[src/rtl/operand_prep.sv]
// Front end of the FP adder: unpacks an operand pair, orders it by
// exponent and hands it to the adder Control block with a Go pulse.
module operand_prep #(
  parameter int EXPBITS      = 8,
  parameter int MANTISSABITS = 23
) (
  input  logic                    Clock,
  input  logic                    Reset,
  input  logic                    InValid,
  output logic                    InReady,
  input  logic [EXPBITS+MANTISSABITS:0] A,
  input  logic [EXPBITS+MANTISSABITS:0] B,
  input  logic                    Done,
  output logic                    Go,
  output logic                    ExpSet,
  output logic [EXPBITS-1:0]      ExpDiff,
  output logic [EXPBITS-1:0]      BigExp,
  output logic [MANTISSABITS:0]   BigMan,
  output logic [MANTISSABITS:0]   SmallMan,
  output logic                    BigSign,
  output logic                    SmallSign,
  output logic                    Special
);

  localparam int W = 1 + EXPBITS + MANTISSABITS;
  localparam int M = MANTISSABITS;
  localparam int E = EXPBITS;

  typedef enum logic [1:0] {
    IDLE,
    CMP,
    ISSUE,
    BUSY
  } state_t;

  state_t state_q, state_d;

  logic [W-1:0] a_q, b_q;
  logic         go_q, go_d;
  logic         set_q;
  logic [E-1:0] diff_q, bexp_q;
  logic [M:0]   bman_q, sman_q;
  logic         bsgn_q, ssgn_q;

  logic [E-1:0] ea_raw, eb_raw, ea, eb;
  logic [M:0]   ma, mb;
  logic         a_ge, spec_w, take, load;

  always_comb begin
    ea_raw = a_q[W-2:M];
    eb_raw = b_q[W-2:M];
    ea     = (|ea_raw) ? ea_raw : E'(1);
    eb     = (|eb_raw) ? eb_raw : E'(1);
    ma     = {|ea_raw, a_q[M-1:0]};
    mb     = {|eb_raw, b_q[M-1:0]};
    a_ge   = ea >= eb;
    spec_w = (&ea_raw) | (&eb_raw);
  end

  always_comb begin
    state_d = state_q;
    take    = 1'b0;
    load    = 1'b0;
    go_d    = 1'b0;
    unique case (state_q)
      IDLE: begin
        if (InValid) begin
          take    = 1'b1;
          state_d = CMP;
        end
      end
      CMP: begin
        load    = !spec_w;
        state_d = spec_w ? IDLE : ISSUE;
      end
      ISSUE: begin
        go_d    = 1'b1;
        state_d = BUSY;
      end
      BUSY: begin
        // Done coinciding with the Go pulse belongs to the previous op
        if (Done && !go_q) state_d = IDLE;
      end
      default: state_d = IDLE;
    endcase
  end

  always_ff @(posedge Clock) begin
    if (Reset) begin
      state_q <= IDLE;
      go_q    <= 1'b0;
      a_q     <= '0;
      b_q     <= '0;
      set_q   <= 1'b0;
      diff_q  <= '0;
      bexp_q  <= '0;
      bman_q  <= '0;
      sman_q  <= '0;
      bsgn_q  <= 1'b0;
      ssgn_q  <= 1'b0;
    end else begin
      state_q <= state_d;
      go_q    <= go_d;
      if (take) begin
        a_q <= A;
        b_q <= B;
      end
      if (load) begin
        set_q  <= a_ge;
        diff_q <= a_ge ? (ea - eb) : (eb - ea);
        bexp_q <= a_ge ? ea : eb;
        bman_q <= a_ge ? ma : mb;
        sman_q <= a_ge ? mb : ma;
        bsgn_q <= a_ge ? a_q[W-1] : b_q[W-1];
        ssgn_q <= a_ge ? b_q[W-1] : a_q[W-1];
      end
    end
  end

  assign InReady   = (state_q == IDLE) && !Reset;
  assign Special   = (state_q == CMP) && spec_w && !Reset;
  assign Go        = go_q;
  assign ExpSet    = set_q;
  assign ExpDiff   = diff_q;
  assign BigExp    = bexp_q;
  assign BigMan    = bman_q;
  assign SmallMan  = sman_q;
  assign BigSign   = bsgn_q;
  assign SmallSign = ssgn_q;

endmodule
[config.mk]
export PLATFORM = sky130hd
export DESIGN_NAME = operand_prep
export DESIGN_NICKNAME = d
export VERILOG_FILES = /design/src/rtl/operand_prep.sv
export SDC_FILE = /design/constraint.sdc
export NUM_CORES = 1
export LEC_CHECK = 0
export CAP_MARGIN = 20
export CORE_AREA = 2 2 109 111
export CTS_CLUSTER_DIAMETER = 60
export DETAILED_ROUTE_END_ITERATION = 8
export DIE_AREA = 0 0 111 113
export GPL_TIMING_DRIVEN = 0
export MAX_ROUTING_LAYER = met4
export PLACE_DENSITY = 0.81
export SYNTH_ARGS = -nofsm -noshare
export SYNTH_HDL_FRONTEND = slang
export SYNTH_SLANG_ARGS = --single-unit
[constraint.sdc]
create_clock -name Clock -period 6.1 [get_ports Clock]
set_input_delay 1.83 -clock Clock [delete_from_list [all_inputs] [get_ports Clock]]
set_output_delay 1.83 -clock Clock [all_outputs]
set_load 0.01 [all_outputs]
==> results by stage <==
STA:
- The final total negative setup slack is 0 ns.
- Based on the critical path, the design can be clocked at up to about 0.18 GHz.
- The clock period minus worst slack is between 5 and 6 ns.
- The hold violation count in the final report was 0.
- Setup repair after global routing left no endpoint under its margin.
- Setup slack on the critical path of the routed design comes to around 0.48 ns.
- For the pin with the worst max-slew slack, the measured transition is ~0.96 ns.
- The worst-case clock skew is roughly 0.0083 ns.
- The final count of negative-setup-slack endpoints is 0.
- In the finished design, the share of the clock period the worst path needs comes to between 90% and 100%.
- The number of pins with negative max-slew slack in the final report is 0.
- The worst pin sits at a relative slew slack of around 36%.

Pwr:
- The ratio of total power to cell area is roughly 350 nW/µm².
- Of the total power, the clock network draws 38.4%.
- Across the VDD grid, the largest voltage drop is approximately 0.23 mV.
- The standby leakage power is approximately 3.1 nW.
- The combinational cell fraction of total power is 26.7%.
- Cell internal power was estimated by the tool at around 2.0 mW.
- In this run the power spent charging and discharging nets is between 800 and 900 µW.
- The sequential share of power is 34.9%.
- The switching power share of the total is a little under a third.

Final layout:
- At the end of the flow the core is filled with cells to 73.0%.
- The final cell area excluding filler cells is approximately 8200 µm².
- The number of nets in the layout is 957.
- The area added between synthesis and finish is 36.0%.
- The finished layout holds about 1.0k standard cells, fillers aside.
- In the final layout, the share of cells above drive strength 1 is 5.99%.
- The number of inserted diodes is 0.

Routing:
- The total via count after detailed routing is 5,794.
- The final layout contains routed wiring with a total length of 18.2 mm.
- For this run, design rule violations remaining after detail routing come to 0.
- In this run, the number of DRC markers left after iteration 0 of detailed routing was between 200 and 300.
- Dividing the detail-routed wire length by the instance count gives between 15 and 20 µm.
- The pre-antenna-repair detailed-routing pass consisted of 5 iterations.
- The number of antenna-violating nets in the routed design is 0.
- Using the TritonRoute via totals, the vias-per-cell ratio works out to about 5.6.

CTS:
- The count of cells resized by post-cts repair is 0.
- TritonCTS built the clock tree.
- The number of clock buffers inserted by TritonCTS is 17.
- Once the clock tree was built, the setup fixing pass inserted 0 buffers.
- The clock passes through at most 2 buffers.
- After clock tree synthesis, the clock-pin slew on the worst setup and hold paths is about 0.060 ns.
- After clock tree synthesis, the flow added hold-fix buffers numbering 0.
- The clock reaches the later pin of the worst-skew pair after between 0.4 and 0.5 ns.
- The number of H-tree levels is 4.
- For this design, the sink count on the clock tree is between 100 and 150.
- The buffer type at the clock tree root is sky130_fd_sc_hd__clkbuf_16.

Yosys:
- The most used flip-flop cell after synthesis is sky130_fd_sc_hd__dfxtp_1.
- Dividing the synthesized area by the synthesized cell count gives roughly 8.4 µm².
- The flop and latch count out of synthesis is about 130.
- The net count of the mapped netlist is 802.
- The synthesized design contains 0 enable-type register cells.
- The sequential fraction of the synthesis area is 44.3%.
- The total number of yosys warnings is 0.
- The synthesized cell area is 6050 µm².
- Synthesis handed over a netlist of slightly above 700 instances.
- The share of synthesized flip-flops with an asynchronous set or reset is 0%.
- The post-synthesis cell type count is 47.

Floorplanning:
- The die covers ~13,000 µm².
- Once the floorplan was initialized, standard cells occupied a little over half of the core.
- Measured along the y axis, the die boundary spans roughly 110 µm.
- For this design the top-level I/O count stands at between 100 and 150.
- The floorplan step defined a core boundary enclosing about 11,000 µm².
- After floorplanning, the core was divided into 39 placement rows.
- The horizontal die dimension is roughly 110 µm.

Global routing:
- The global routing's busiest layer is met2.
- The largest net degree at the start of global routing is 17.
- The total overflow reported by the global router is 0.
- For this run, global-route usage on met2 was measured as a little under half.
- The first-pass GRT wire length is 28.6 mm.
- Global routing consumed, over all layers together, approximately 30% of the routing resources.
- The via count of the first global-routing pass is ~5.6k.
- The global routing met3 resource utilization is under 10%.
- The initial antenna violation count is 0.
- The met1 usage is about two fifths.

Critical path:
- By startpoint and endpoint, the worst setup path is classified as input port to output port.
- Along the worst path, the maximum fanout reaches 10.
- For the worst setup path, the data required time is ~4.3 ns.
- The data arrival time of the critical path is 3.79 ns.
- STA classifies the critical path endpoint as an output port.
- The kind of launch point of the worst setup path is an input port.

Place:
- The area after detailed placement is roughly 7600 µm².
- The worst setup slack after placement is between 0.4 and 0.5 ns.
- The wire-length estimate of the detail-placed layout is roughly 14 mm.
- The routability congestion estimate from global placement is approximately 0.95.
- The total of buffers placed on input and output ports is 136.
- In this run, placement finished with an instance count of roughly 1,000.

Min path:
- The type of the most critical hold path is flop to flop.

Job:
- Across the run, the number of max-cap violations was 0.

Status:
- The run finished with clean final reports.
[flip-flops by register name, indices dropped and copies added (netlist names), named ones only]
register / cells
BigSign: 1
BigMan: 24
Go: 1
SmallMan: 24
ExpSet: 1
ExpDiff: 8
SmallSign: 1
b_q: 32
a_q: 32
state_q: 1
BigExp: 8
[cell families after synthesis]
logic type	Yosys count	synth area share, %
AOI/OAI and AO/OA	171	18.2
xor gates and xnor gates	2	0.289
adders and majority gates	17	3.76
buffers and inverters	85	6.28
DFF	134	44.3
muxes	61	10.1
and+or+nand+nor	247	17.1
[cells in the mapped netlist (2+ instances only)]
master	count	area [µm²]
sky130_fd_sc_hd__a211oi_1	60	450
sky130_fd_sc_hd__nand3b_1	2	15.0
sky130_fd_sc_hd__ha_1	15	188
sky130_fd_sc_hd__nand2_1	141	529
sky130_fd_sc_hd__nor3_1	2	10.0
sky130_fd_sc_hd__fa_1	2	40.0
sky130_fd_sc_hd__nor2b_1	4	25.0
sky130_fd_sc_hd__buf_2	4	20.0
sky130_fd_sc_hd__nand4_1	7	43.8
sky130_fd_sc_hd__inv_1	18	67.6
sky130_fd_sc_hd__nor2_1	68	255
sky130_fd_sc_hd__or3_1	2	12.5
sky130_fd_sc_hd__a31oi_1	4	25.0
sky130_fd_sc_hd__mux2i_1	61	611
sky130_fd_sc_hd__a21o_1	5	37.5
sky130_fd_sc_hd__nand2b_1	6	37.5
sky130_fd_sc_hd__or2_2	2	12.5
sky130_fd_sc_hd__dfxtp_1	134	2680
sky130_fd_sc_hd__buf_6	7	78.8
sky130_fd_sc_hd__nand3_1	3	15.0
sky130_fd_sc_hd__buf_1	5	18.8
sky130_fd_sc_hd__or4_1	4	30.0
sky130_fd_sc_hd__o21a_1	2	15.0
sky130_fd_sc_hd__nor4_1	2	12.5
sky130_fd_sc_hd__a21oi_1	77	385
sky130_fd_sc_hd__clkbuf_1	50	188
sky130_fd_sc_hd__o21ai_0	10	50.1
[worst paths after layout]
kind / from / endpoint / cells after the start / slack, ns
max reg2reg: a_q[27] / SmallMan[23] / 13 / 2.50
min: SmallMan[23] / SmallMan[23] / 2 / 0.46
min reg2reg: SmallMan[23] / SmallMan[23] / 2 / 0.46
max: Reset / InReady / 5 / 0.48
[layer usage]
layer	share of wire, %	vias up
met5	0	-
li1	-	2785
met2	45	223
met3	6.7	39
met4	2.9	0
met1	45	2747
[layout make-up]
cell class / count / area [µm²]
clock inverter: 15 / 215
clock buffer: 17 / 425
timing repair buffer: 136 / 1360
multi-input combinational: 498 / 2990
sequential: 134 / 2680
fill: 847 / 3040
buffer: 67 / 313
inverter: 18 / 67.6
tap: 143 / 179
[critical path: stages]
cell	delay, ns
sky130_fd_sc_hd__clkbuf_1	0.37
sky130_fd_sc_hd__clkbuf_1	0.43
sky130_fd_sc_hd__clkbuf_1	0.49
sky130_fd_sc_hd__nor3_1	0.15
sky130_fd_sc_hd__clkdlybuf4s50_1	0.51
[layout by cell type (no fill, tap or decap), drive strengths merged, types with 5 or more instances in the layout]
cell type / synthesis / routed
a211oi: 60 / 60
a21o: 5 / 5
a21oi: 78 / 78
buf: 17 / 17
clkbuf: 50 / 67
clkdlybuf4s50: 0 / 136
dfxtp: 134 / 134
ha: 15 / 15
inv: 18 / 24
mux2i: 61 / 61
nand2: 141 / 141
nand2b: 6 / 6
nand4: 7 / 7
nor2: 68 / 68
o21ai: 10 / 10
[power by group through the flow]
stage                     Sequential, mW  Combinational [mW]  Clock (mW)
after global placement              1.02               0.749           0
final                               1.01               0.772        1.11
after detailed placement            1.03               0.761           0
after CTS                           1.01               0.768        1.11
after floorplan                     1.04               0.473           0
after global routing                1.02               0.831        1.15
[through the flow]
step	hold slack, ns	total power, mW
floorplan	0.448	1.51
global placement	0.442	1.77
detailed placement	0.448	1.79
CTS	0.456	2.89
global route	0.482	3.00
finish	0.458	2.89
Note: power is estimated with default switching activity, not from simulation.
==> patch, RTL diff (same flow settings) <==
Set the parameter `EXPBITS` to 10 (it was 8).
--- a/src/rtl/operand_prep.sv
+++ b/src/rtl/operand_prep.sv
@@ -1,7 +1,7 @@
 // Front end of the FP adder: unpacks an operand pair, orders it by
 // exponent and hands it to the adder Control block with a Go pulse.
 module operand_prep #(
-  parameter int EXPBITS      = 8,
+  parameter int EXPBITS      = 10,
   parameter int MANTISSABITS = 23
 ) (
   input  logic                    Clock,
Interface: changed (resized A, B, BigExp and ExpDiff); port bits go from 138 to 146. No check against the original RTL was run, so the function may have changed too.
==> patch against the original RTL <==
- sequential share of layout area barely moved
- non-clock buffer count rose by 14
- power rose by 7.7%
- synthesized area rose by 6.7%
- sequential cell count rose by 8
- die area did not move
- routed wire length rose by 15%
- worst setup slack improved by 0.14 ns
- final area rose by 6.0%
- via count rose by 9.4%
- highest routed layer unchanged
==> patch: results (changes against the original RTL) <==
[power_and_ir_drop]
vdd_drop_max_uv = 285.0  ; +23%
power_frac_clock_pct = 37.2  ; -1.2 points
p_comb_share_pct = 28.4  ; +1.7 points
clk-power_w = 0.00116  ; +5%
p_leak_nw = 3.384  ; +7.6%
switchingPower_w = 0.0009459  ; +6.7%

[final_layout]
seq_cell_count = 142  ; +6.0%
final_area_um2 = 8726  ; +6.0%
reg_top3 = a_q (34), b_q (34)
seq_area_share_pct = 32.58  ; about the same
nClkBuffers = 19  ; +2
multiInputGateArea_um2 = 3208  ; +7.3%
multi_input_cells = 533  ; +7.0%
n_all_inverters = 21  ; +3
drive_gt1_share_pct = 5.508  ; -0.48 points
n_all_buffers = 217  ; +6.9%
nets = 1025  ; +7.1%

[placement]
place.gp.congestion = 0.9551  ; +0.75%
dp_worst_setup_slack_ns = 0.6202  ; +0.1538 ns
port_buffers = 144  ; +5.9%

[worst_setup_path]
critical_path_arrival_ns = 3.66  ; -0.13 ns
slowest_delay_ns = 0.54  ; +0.03 ns

[synthesis]
synthTopCellsByCount = nand2_1, dfxtp_1, a21oi_1
avgSynthCellArea_um2 = 8.396  ; -0.54%
synth-compound-area-share_pct = 17.50  ; -0.69 points
ys_seq_area_share_pct = 44.03  ; -0.29 points
synthMuxAreaShare_pct = 9.012  ; -1.1 points
synth_area_leaders = dfxtp_1, mux2i_1, nand2_1
synthAdderAreaFrac_pct = 4.302  ; +0.54 points
synth_xor_area_share_pct = 1.085  ; +0.80 points
ys_types = 48  ; +2.1%
synthesis.nets = 862  ; +7.5%

[outcome]
status = completed

[drt]
dr_wl_met2_mm = 9.982  ; +21%
wl_met1_mm = 8.883  ; +8.7%
drt_iter0_markers = 548  ; +100%
wl_met3_mm = 1.479  ; +22%
via_per_inst = 5.829  ; +3.4%

[global_route]
grt_pass1_vias = 6445  ; +15%
grt.total_usage_pct = 34.37  ; +4.3 points

[timing]
slew_headroom_pct = 45.10  ; +9.5 points

patch: changes by cell type after synthesis, sizes merged, moves of 5 or more:
cell    before  now
nor2        68   75
dfxtp      134  142
clkbuf      50   60
a21oi       78   87
nor3         3   11
nand2      141  151
a22o         0    5
patch: path summary, 6_finish.rpt:
path	from	slack [ns]	end	depth (start not counted)
setup reg to reg	b_q[24]$_SDFFE_PP0P_	2.12	BigMan[8]$_SDFFE_PP0P_	14
setup / recovery	Reset	0.61	InReady	5
hold / removal	SmallMan[23]$_SDFFE_PP0P_	0.46	SmallMan[23]$_SDFFE_PP0P_	2
hold reg to reg	SmallMan[23]$_SDFFE_PP0P_	0.46	SmallMan[23]$_SDFFE_PP0P_	2
patch: routing by layer:
| metal | global-route usage (%) | up-vias |
|---|---|---|
| met5 | - | - |
| met4 | 14.08 | 0 |
| met3 | 7.606 | 51 |
| met2 | 56.61 | 272 |
| met1 | 41.17 | 3061 |
| li1 | - | 2952 |
